==> src/rtl/dcache_controller.sv <==
// Direct-mapped, write-back / write-allocate data cache controller.
// Single outstanding line transaction to backing memory (writeback then fill).
module dcache_controller #(
  parameter int unsigned NUM_LINES = 16
) (
  input  logic         clk_i,
  input  logic         rst_i,
  input  logic         cpu_req_i,
  input  logic         cpu_we_i,
  input  logic [31:0]  cpu_addr_i,
  input  logic [31:0]  cpu_wdata_i,
  output logic [31:0]  cpu_rdata_o,
  output logic         cpu_stall_o,
  output logic         mem_req_o,
  output logic         mem_we_o,
  output logic [31:0]  mem_addr_o,
  output logic [127:0] mem_wdata_o,
  input  logic [127:0] mem_rdata_i,
  input  logic         mem_ack_i
);

  localparam int unsigned IdxW = $clog2(NUM_LINES);
  localparam int unsigned TagW = 28 - IdxW;

  if ((NUM_LINES < 2) || (NUM_LINES > 256) || ((NUM_LINES & (NUM_LINES - 1)) != 0))
  begin : gen_bad_num_lines
    $error("NUM_LINES must be a power of two in 2..256");
  end

  typedef enum logic [1:0] {StIdle, StWriteback, StFill} state_e;

  state_e                state_q, state_d;
  logic [NUM_LINES-1:0]  valid_q, dirty_q;
  logic [TagW-1:0]       tag_q  [NUM_LINES];
  logic [3:0][31:0]      data_q [NUM_LINES];

  logic [IdxW-1:0] idx;
  logic [TagW-1:0] tag;
  logic [1:0]      woff;
  logic            hit, store_hit, fill_done, stall;
  logic            unused_addr;

  assign idx         = cpu_addr_i[4 +: IdxW];
  assign tag         = cpu_addr_i[31 -: TagW];
  assign woff        = cpu_addr_i[3:2];
  assign unused_addr = ^cpu_addr_i[1:0];

  assign hit       = (state_q == StIdle) & cpu_req_i & valid_q[idx] & (tag_q[idx] == tag);
  assign store_hit = hit & cpu_we_i;
  assign fill_done = (state_q == StFill) & mem_ack_i;

  // Stall is masked by reset so the pipeline is released while reset is held.
  assign cpu_stall_o = stall & rst_i;

  always_comb begin
    state_d     = state_q;
    stall       = 1'b0;
    mem_req_o   = 1'b0;
    mem_we_o    = 1'b0;
    mem_addr_o  = '0;
    mem_wdata_o = '0;
    cpu_rdata_o = '0;
    unique case (state_q)
      StIdle: begin
        if (hit && !cpu_we_i) begin
          cpu_rdata_o = data_q[idx][woff];
        end
        if (cpu_req_i && !hit) begin
          stall   = 1'b1;
          state_d = (valid_q[idx] && dirty_q[idx]) ? StWriteback : StFill;
        end
      end
      StWriteback: begin
        stall       = 1'b1;
        mem_req_o   = 1'b1;
        mem_we_o    = 1'b1;
        mem_addr_o  = {tag_q[idx], idx, 4'b0000};
        mem_wdata_o = data_q[idx];
        if (mem_ack_i) begin
          state_d = StFill;
        end
      end
      StFill: begin
        stall      = 1'b1;
        mem_req_o  = 1'b1;
        mem_addr_o = {tag, idx, 4'b0000};
        if (mem_ack_i) begin
          state_d = StIdle;
        end
      end
      default: state_d = StIdle;
    endcase
  end

  always_ff @(posedge clk_i or negedge rst_i) begin
    if (!rst_i) begin
      state_q <= StIdle;
      valid_q <= '0;
      dirty_q <= '0;
    end else begin
      state_q <= state_d;
      if (fill_done) begin
        valid_q[idx] <= 1'b1;
        dirty_q[idx] <= 1'b0;
      end else if (store_hit) begin
        dirty_q[idx] <= 1'b1;
      end
    end
  end

  // Tag and data storage carry no reset; valid bits qualify their contents.
  always_ff @(posedge clk_i) begin
    if (fill_done) begin
      tag_q[idx]  <= tag;
      data_q[idx] <= mem_rdata_i;
    end else if (store_hit) begin
      data_q[idx][woff] <= cpu_wdata_i;
    end
  end

endmodule

==> config.mk <==
export PLATFORM = sky130hd
export DESIGN_NAME = dcache_controller
export DESIGN_NICKNAME = d
export VERILOG_FILES = /design/src/rtl/dcache_controller.sv
export SDC_FILE = /design/constraint.sdc
export NUM_CORES = 2
export LEC_CHECK = 0
export CAP_MARGIN = 20
export CORE_ASPECT_RATIO = 0.9
export CORE_MARGIN = 2
export CORE_UTILIZATION = 50
export DETAILED_ROUTE_END_ITERATION = 10
export GPL_ROUTABILITY_DRIVEN = 0
export PLACE_DENSITY_LB_ADDON = 0.05
export SKIP_CTS_REPAIR_TIMING = 1
export SYNTH_ARGS = -nofsm -noshare
export SYNTH_HDL_FRONTEND = slang
export SYNTH_SLANG_ARGS = --single-unit
==> constraint.sdc <==
create_clock -name clk_i -period 10.6 [get_ports clk_i]
set_clock_uncertainty 0.15 [all_clocks]
set_input_delay 2.12 -clock clk_i [delete_from_list [all_inputs] [get_ports clk_i]]
set_output_delay 2.12 -clock clk_i [all_outputs]
set_load 0.1 [all_outputs]
After elaboration in Yosys (flattened, before gate mapping). Memory sizes are Yosys's and may differ from the RTL's. Index checks and enable logic that the tools add are counted.

$lt $le $gt $ge: 4. Equality and inequality tests: 6. Mux-type cells: 158. Bitwise operators: 138. Reduce and logical (&&, ||, !) cells: 11.

Operator list (number): 2-to-1 mux 128 bit (2); 2-to-1 mux 1 bit (138); 2-to-1 mux 32 bit (4); bitwise OR 1 bit (128); binary-select mux 32 bit (select 2 bit) (1); demux 32 bit (select 2 bit) (1); case mux 32 bit (2 select lines) (1); 2-to-1 mux 16 bit (2); bitwise OR 16 bit (2); equality test 24 bit (1); bitwise AND 16 bit (1); NOT 16 bit (1); binary-select mux 1 bit (select 4 bit) (2); 2-to-1 mux 2 bit (4); bitwise AND 1 bit (6); case mux 2 bit (3 select lines) (1); logical AND 1 bit (5); less-than comparator 4 x 5 -> 1 bit, second input constant (1); demux 1 bit (select 4 bit) (1); greater-or-equal comparator 4 x 1 -> 1 bit, second input constant (1); != test 2 bit, second input constant (2); less-than comparator 2 x 3 -> 1 bit, second input constant (1); AND reduction 3 bit (1); equality test 2 x 1 -> 1 bit, second input constant (1); other kinds (8) (9).

Register bits after elaboration: 34. RAM bits: 2432. Input bits: 197. Word-level logic and storage cells: 322. Memories: 2.

Memory list: data_q (depth 16, bits a word 128, read ports 1, clocked after memory_dff 0, wr ports 1, line 35) `logic [3:0][31:0] data_q [NUM_LINES];`; tag_q (depth 16, bits a word 24, read ports 1, clocked after memory_dff 0, wr ports 1, line 34) `logic [TagW-1:0] tag_q [NUM_LINES];`.

Logic depth before layout (Yosys ltp).
Depth in word-level cells: 9. Gate-level depth with buffers: 16.

Least setup slack after synthesis. No wires, ideal clock.

Path type: in2out. Start point: in cpu_addr_i[5]. End point: out cpu_stall_o. Data arrival time: 6429 ps. Required time: 8330 ps. Slack: 1901 ps. Cell stages on the path: 13. Buffers on the path: 4. Cell sequence: buf_2 -> buf_2 -> buf_2 -> clkbuf_1 -> mux4_2 -> mux2i_1 -> xnor2_1 -> nor3_1 -> a21oi_1 -> nor4bb_1 -> nand3_1 -> a31oi_1 -> nor3b_1.

Cells in the longest elaborated chain, start to end: 9.

RTL lines: start: declaration (line 10) `input logic [31:0] cpu_addr_i,`; branches (longest 3 deep; another with memory read (16 x 24 bit)); bitwise AND 1 bit (*) (line 48) `assign hit = (state_q == StIdle) & cpu_req_i & valid_q[idx] & (tag_q[idx] == tag);`; logical NOT 1 bit (*) (line 68) `if (cpu_req_i && !hit) begin`; logical AND 1 bit (*) (line 68); 2-to-1 mux 1 bit (*) (line 68); case mux 1 bit (2 select lines) (*) (line 63) `unique case (state_q)`; bitwise AND 1 bit (*) (line 53) `assign cpu_stall_o = stall & rst_i;`; end: declaration (line 13) `output logic cpu_stall_o,`.

Mark *: on every way between the ends. The select of a mux whose other input is x is not followed.

Worst setup path in the final report.
Start point: in cpu_addr_i[4]. End point: out cpu_rdata_o[19].

Cells in the longest elaborated chain, start to end: 7.

RTL lines: branches (longest 5 deep; another with memory read (16 x 24 bit)); 2-to-1 mux 32 bit (*) (line 65) `if (hit && !cpu_we_i) begin`; 2-to-1 mux 32 bit (*) (line 63); end: declaration (line 12) `output logic [31:0] cpu_rdata_o,`.

Marked as above.

==> flow_metrics.tcl <==
set metrics [dict create \
    vias 48400 \
    r2r_end "data_q[11][53]" \
    max_stage_delay_ns 0.79 \
    slew_violations 0 \
    layout-drive-gt1-share 0.299 \
    irDropWorstVdd_mv 0.204 \
    p_per_area_mw_per_mm2 186 \
    synth_edf_count 2432 \
    end_kind "primary output" \
    ioPinCount 392 \
    finalSetupViolations 0 \
    syn_avg_cell_area_um2 22.9 \
    postRouteAntennaNets 0 \
    clock-sinks 2466 \
    fillers 14400 \
    dieArea_mm2 0.200 \
    crit_chain "buf_8 > buf_4 > mux4_2 > o22ai_1 > o21ai_0 > o2111ai_1 > a21oi_1 > nand4b_1 > and3b_1 > nand2b_2 > nor2b_1 > buf_4" \
    clk_latency_ns 0.87 \
    rrSetupSlack_ns 5.06 \
    grt_max_degree 128 \
    holdWs_ns 0.317 \
    min_from "valid_q[0]" \
    start_util 0.502 \
    path_buf_inv 3 \
    antenna_found_initial 45 \
    synthesis.area_mm2 0.0982 \
    synth_seq_cells 2466 \
    clkTransAtPathRegs_ns 0.06 \
    dr.pass1.iters 5 \
    cp.arrival_ns 6.96 \
    globalRouteTotalUtil 0.294 \
    worst_slew_pin_slew_ns 1.24 \
    timing.fmax_ghz 0.108 \
    grt_pass1_wl_mm 401 \
    yosys.cell_types.count 72 \
    drtIter0Drc 6024 \
    grt_overflow 0 \
    wl_per_cell_um 38.3 \
    crit_path_top_delay_cell "buf_4" \
    max-slew-margin-rel 0.169 \
    setup_tns_ns 0 \
    critPathRequiredTime_ns 8.33 \
    hold_path_class "flip-flop to flip-flop" \
    hold_depth 1 \
    cts_tree "yes" \
    grt_pass1_vias 48000 \
    critPathLaunchType "primary input" \
    hold_violations 0 \
    r2r_start "tag_q[6][0]" \
    final_nets 5031 \
    numCtsBuffers 239 \
    hold-path-endpoint "valid_q[0]" \
    synth_flop_cell "edfxtp_1" \
    critical-path-top-delay-family "buffers and inverters" \
    ys_warn_count 0 \
    place_area_mm2 0.106 \
    htreeDepth 4 \
    synth_seq_area_share 0.753 \
    route.detailed.drc 0 \
    synth_cells 4290 \
    ctsRootBufferMaster "clkbuf_16" \
    crit_fanout 89 \
    path_class "primary input to primary output" \
    status "finished clean" \
    crit_top_cell "buf_4" \
    rr_worst_depth 10 \
    vias_per_cell 6.33 \
    async_flop_share 0.0138 \
    rsz0062_at_grt "no" \
    dp_hpwl_mm 186 \
    core_mm2 0.195 \
    postLayoutCellArea_mm2 0.114 \
    drv_cap 0 \
    wirelength_mm 293 \
    chipWidth_um 471 \
    p_leak_nw 35.6 \
    area_growth_pct 15.7 \
    die_h_um 424 \
    period_minus_slack_ns 9.23 \
    core.rowCount 154 \
    clk_path_buf_depth 3 \
    timing.final.crit_share 0.871 \
    io_buffers 385 \
]
-- stage by stage --
step / total power, mW / setup slack (ns) / cells / util
floorplan: 12.3 / 1.90 / 4293 / -
global placement: 13.2 / 1.46 / 7146 / 0.541
detailed placement: 13.2 / 1.37 / 7160 / 0.543
CTS: 21.2 / 1.35 / 7601 / 0.581
global route: 21.7 / 1.09 / 7618 / 0.581
finish: 21.1 / 1.37 / 7650 / 0.581
-- how the worst max path moves through the flow --
stage / slack, ns / endpoint / cells past startpoint / from
after detailed placement: 1.37 / cpu_rdata_o[19] / 11 / cpu_addr_i[4]
after global routing: 1.09 / cpu_rdata_o[19] / 12 / cpu_addr_i[4]
after CTS: 1.35 / cpu_rdata_o[19] / 12 / cpu_addr_i[4]
final: 1.37 / cpu_rdata_o[19] / 12 / cpu_addr_i[4]
after floorplan: 1.90 / cpu_stall_o / 13 / cpu_addr_i[5]
after global placement: 1.46 / mem_wdata_o[95] / 7 / cpu_addr_i[4]
-- state kept, by name (all words and copies together), names as in the netlist, named ones only --
name and count:
state_q 2, data_q 2048, valid_q 16, tag_q 384
-- per-layer routing --
metal  global-route usage  routed length [µm]
met1                0.409              117000
met2                0.474              143000
met3               0.0472               20000
met4                0.115               13100
met5                    0                  47
-- layout make-up --
class                           count  area (µm²)  area share
Tap cell                         2574        3220      0.0283
Antenna cell                       46         115     0.00101
Inverter                           18        75.1    0.000661
Multi-Input combinational cell   1566       23600       0.208
Clock inverter                    140        1060     0.00931
Sequential cell                  2466       73900       0.650
Timing Repair Buffer              539        5330      0.0469
Clock buffer                      301        6300      0.0554
-- cells by family after synthesis --
logic type / Yosys count / share of synthesized area
compound gates: 145 / 0.0108
xor+xnor: 20 / 0.00178
fa+ha+maj: 4 / 0.000510
buf+inv: 261 / 0.0131
flops: 2466 / 0.753
mux: 969 / 0.198
other cells: 1 / 0.0000382
simple gates: 424 / 0.0235
-- cells in the final DEF, fill, tap and decap left out, types with 39 or more instances in the layout --
cell type	n
clkbuf_16	242
buf_4	158
clkinv_2	39
clkbuf_1	57
mux2_2	125
nand2_1	67
edfxtp_1	2432
mux2i_1	70
nor2b_1	56
o21ai_0	50
diode_2	46
nor2_4	80
and2_1	140
mux4_2	751
clkdlybuf4s50_1	346
clkinv_1	69
-- cells in the mapped netlist, types with 5 or more instances --
| library cell | number | share of area |
|---|---|---|
| edfxtp_1 | 2432 | 0.74 |
| mux4_2 | 751 | 0.17 |
| clkbuf_1 | 143 | 0.0055 |
| and2_1 | 140 | 0.0089 |
| mux2_2 | 125 | 0.014 |
| nor2_1 | 96 | 0.0037 |
| mux2i_1 | 70 | 0.0071 |
| nand2_1 | 68 | 0.0026 |
| nor2b_1 | 56 | 0.0036 |
| o21ai_0 | 50 | 0.0025 |
| buf_2 | 46 | 0.0023 |
| dfrtp_1 | 34 | 0.0087 |
| a22oi_1 | 22 | 0.0017 |
| or2_2 | 20 | 0.0013 |
| buf_4 | 19 | 0.0015 |
| buf_1 | 15 | 0.00057 |
| inv_1 | 14 | 0.00054 |
| mux2_1 | 14 | 0.0016 |
| nand3_1 | 13 | 0.00066 |
| buf_6 | 12 | 0.0014 |
| xnor2_1 | 10 | 0.00089 |
| xor2_1 | 10 | 0.00089 |
| mux4_1 | 9 | 0.0024 |
| a221oi_1 | 8 | 0.00071 |
| a21oi_1 | 7 | 0.00036 |
| nor3_1 | 6 | 0.00031 |
| a31oi_1 | 5 | 0.00032 |
| nand2b_1 | 5 | 0.00032 |
-- worst register-to-register path, delay by kind of cell (launching register included) --
kind,cells,cell delay (ns)
AO/OA/AOI/OAI,4,2.10
AND/OR/NAND/NOR,4,1.83
buffers and inverters,1,0.51
flip-flops,1,0.36
multiplexers,1,0.27
-- report_power, final --
part	switching (mW)	internal, mW	total [mW]
Clock	3.62	4.49	8.11
Combinational	1.37	0.657	2.03
Sequential	0.0455	10.9	11.0
Power figures use the tool's default switching activity.
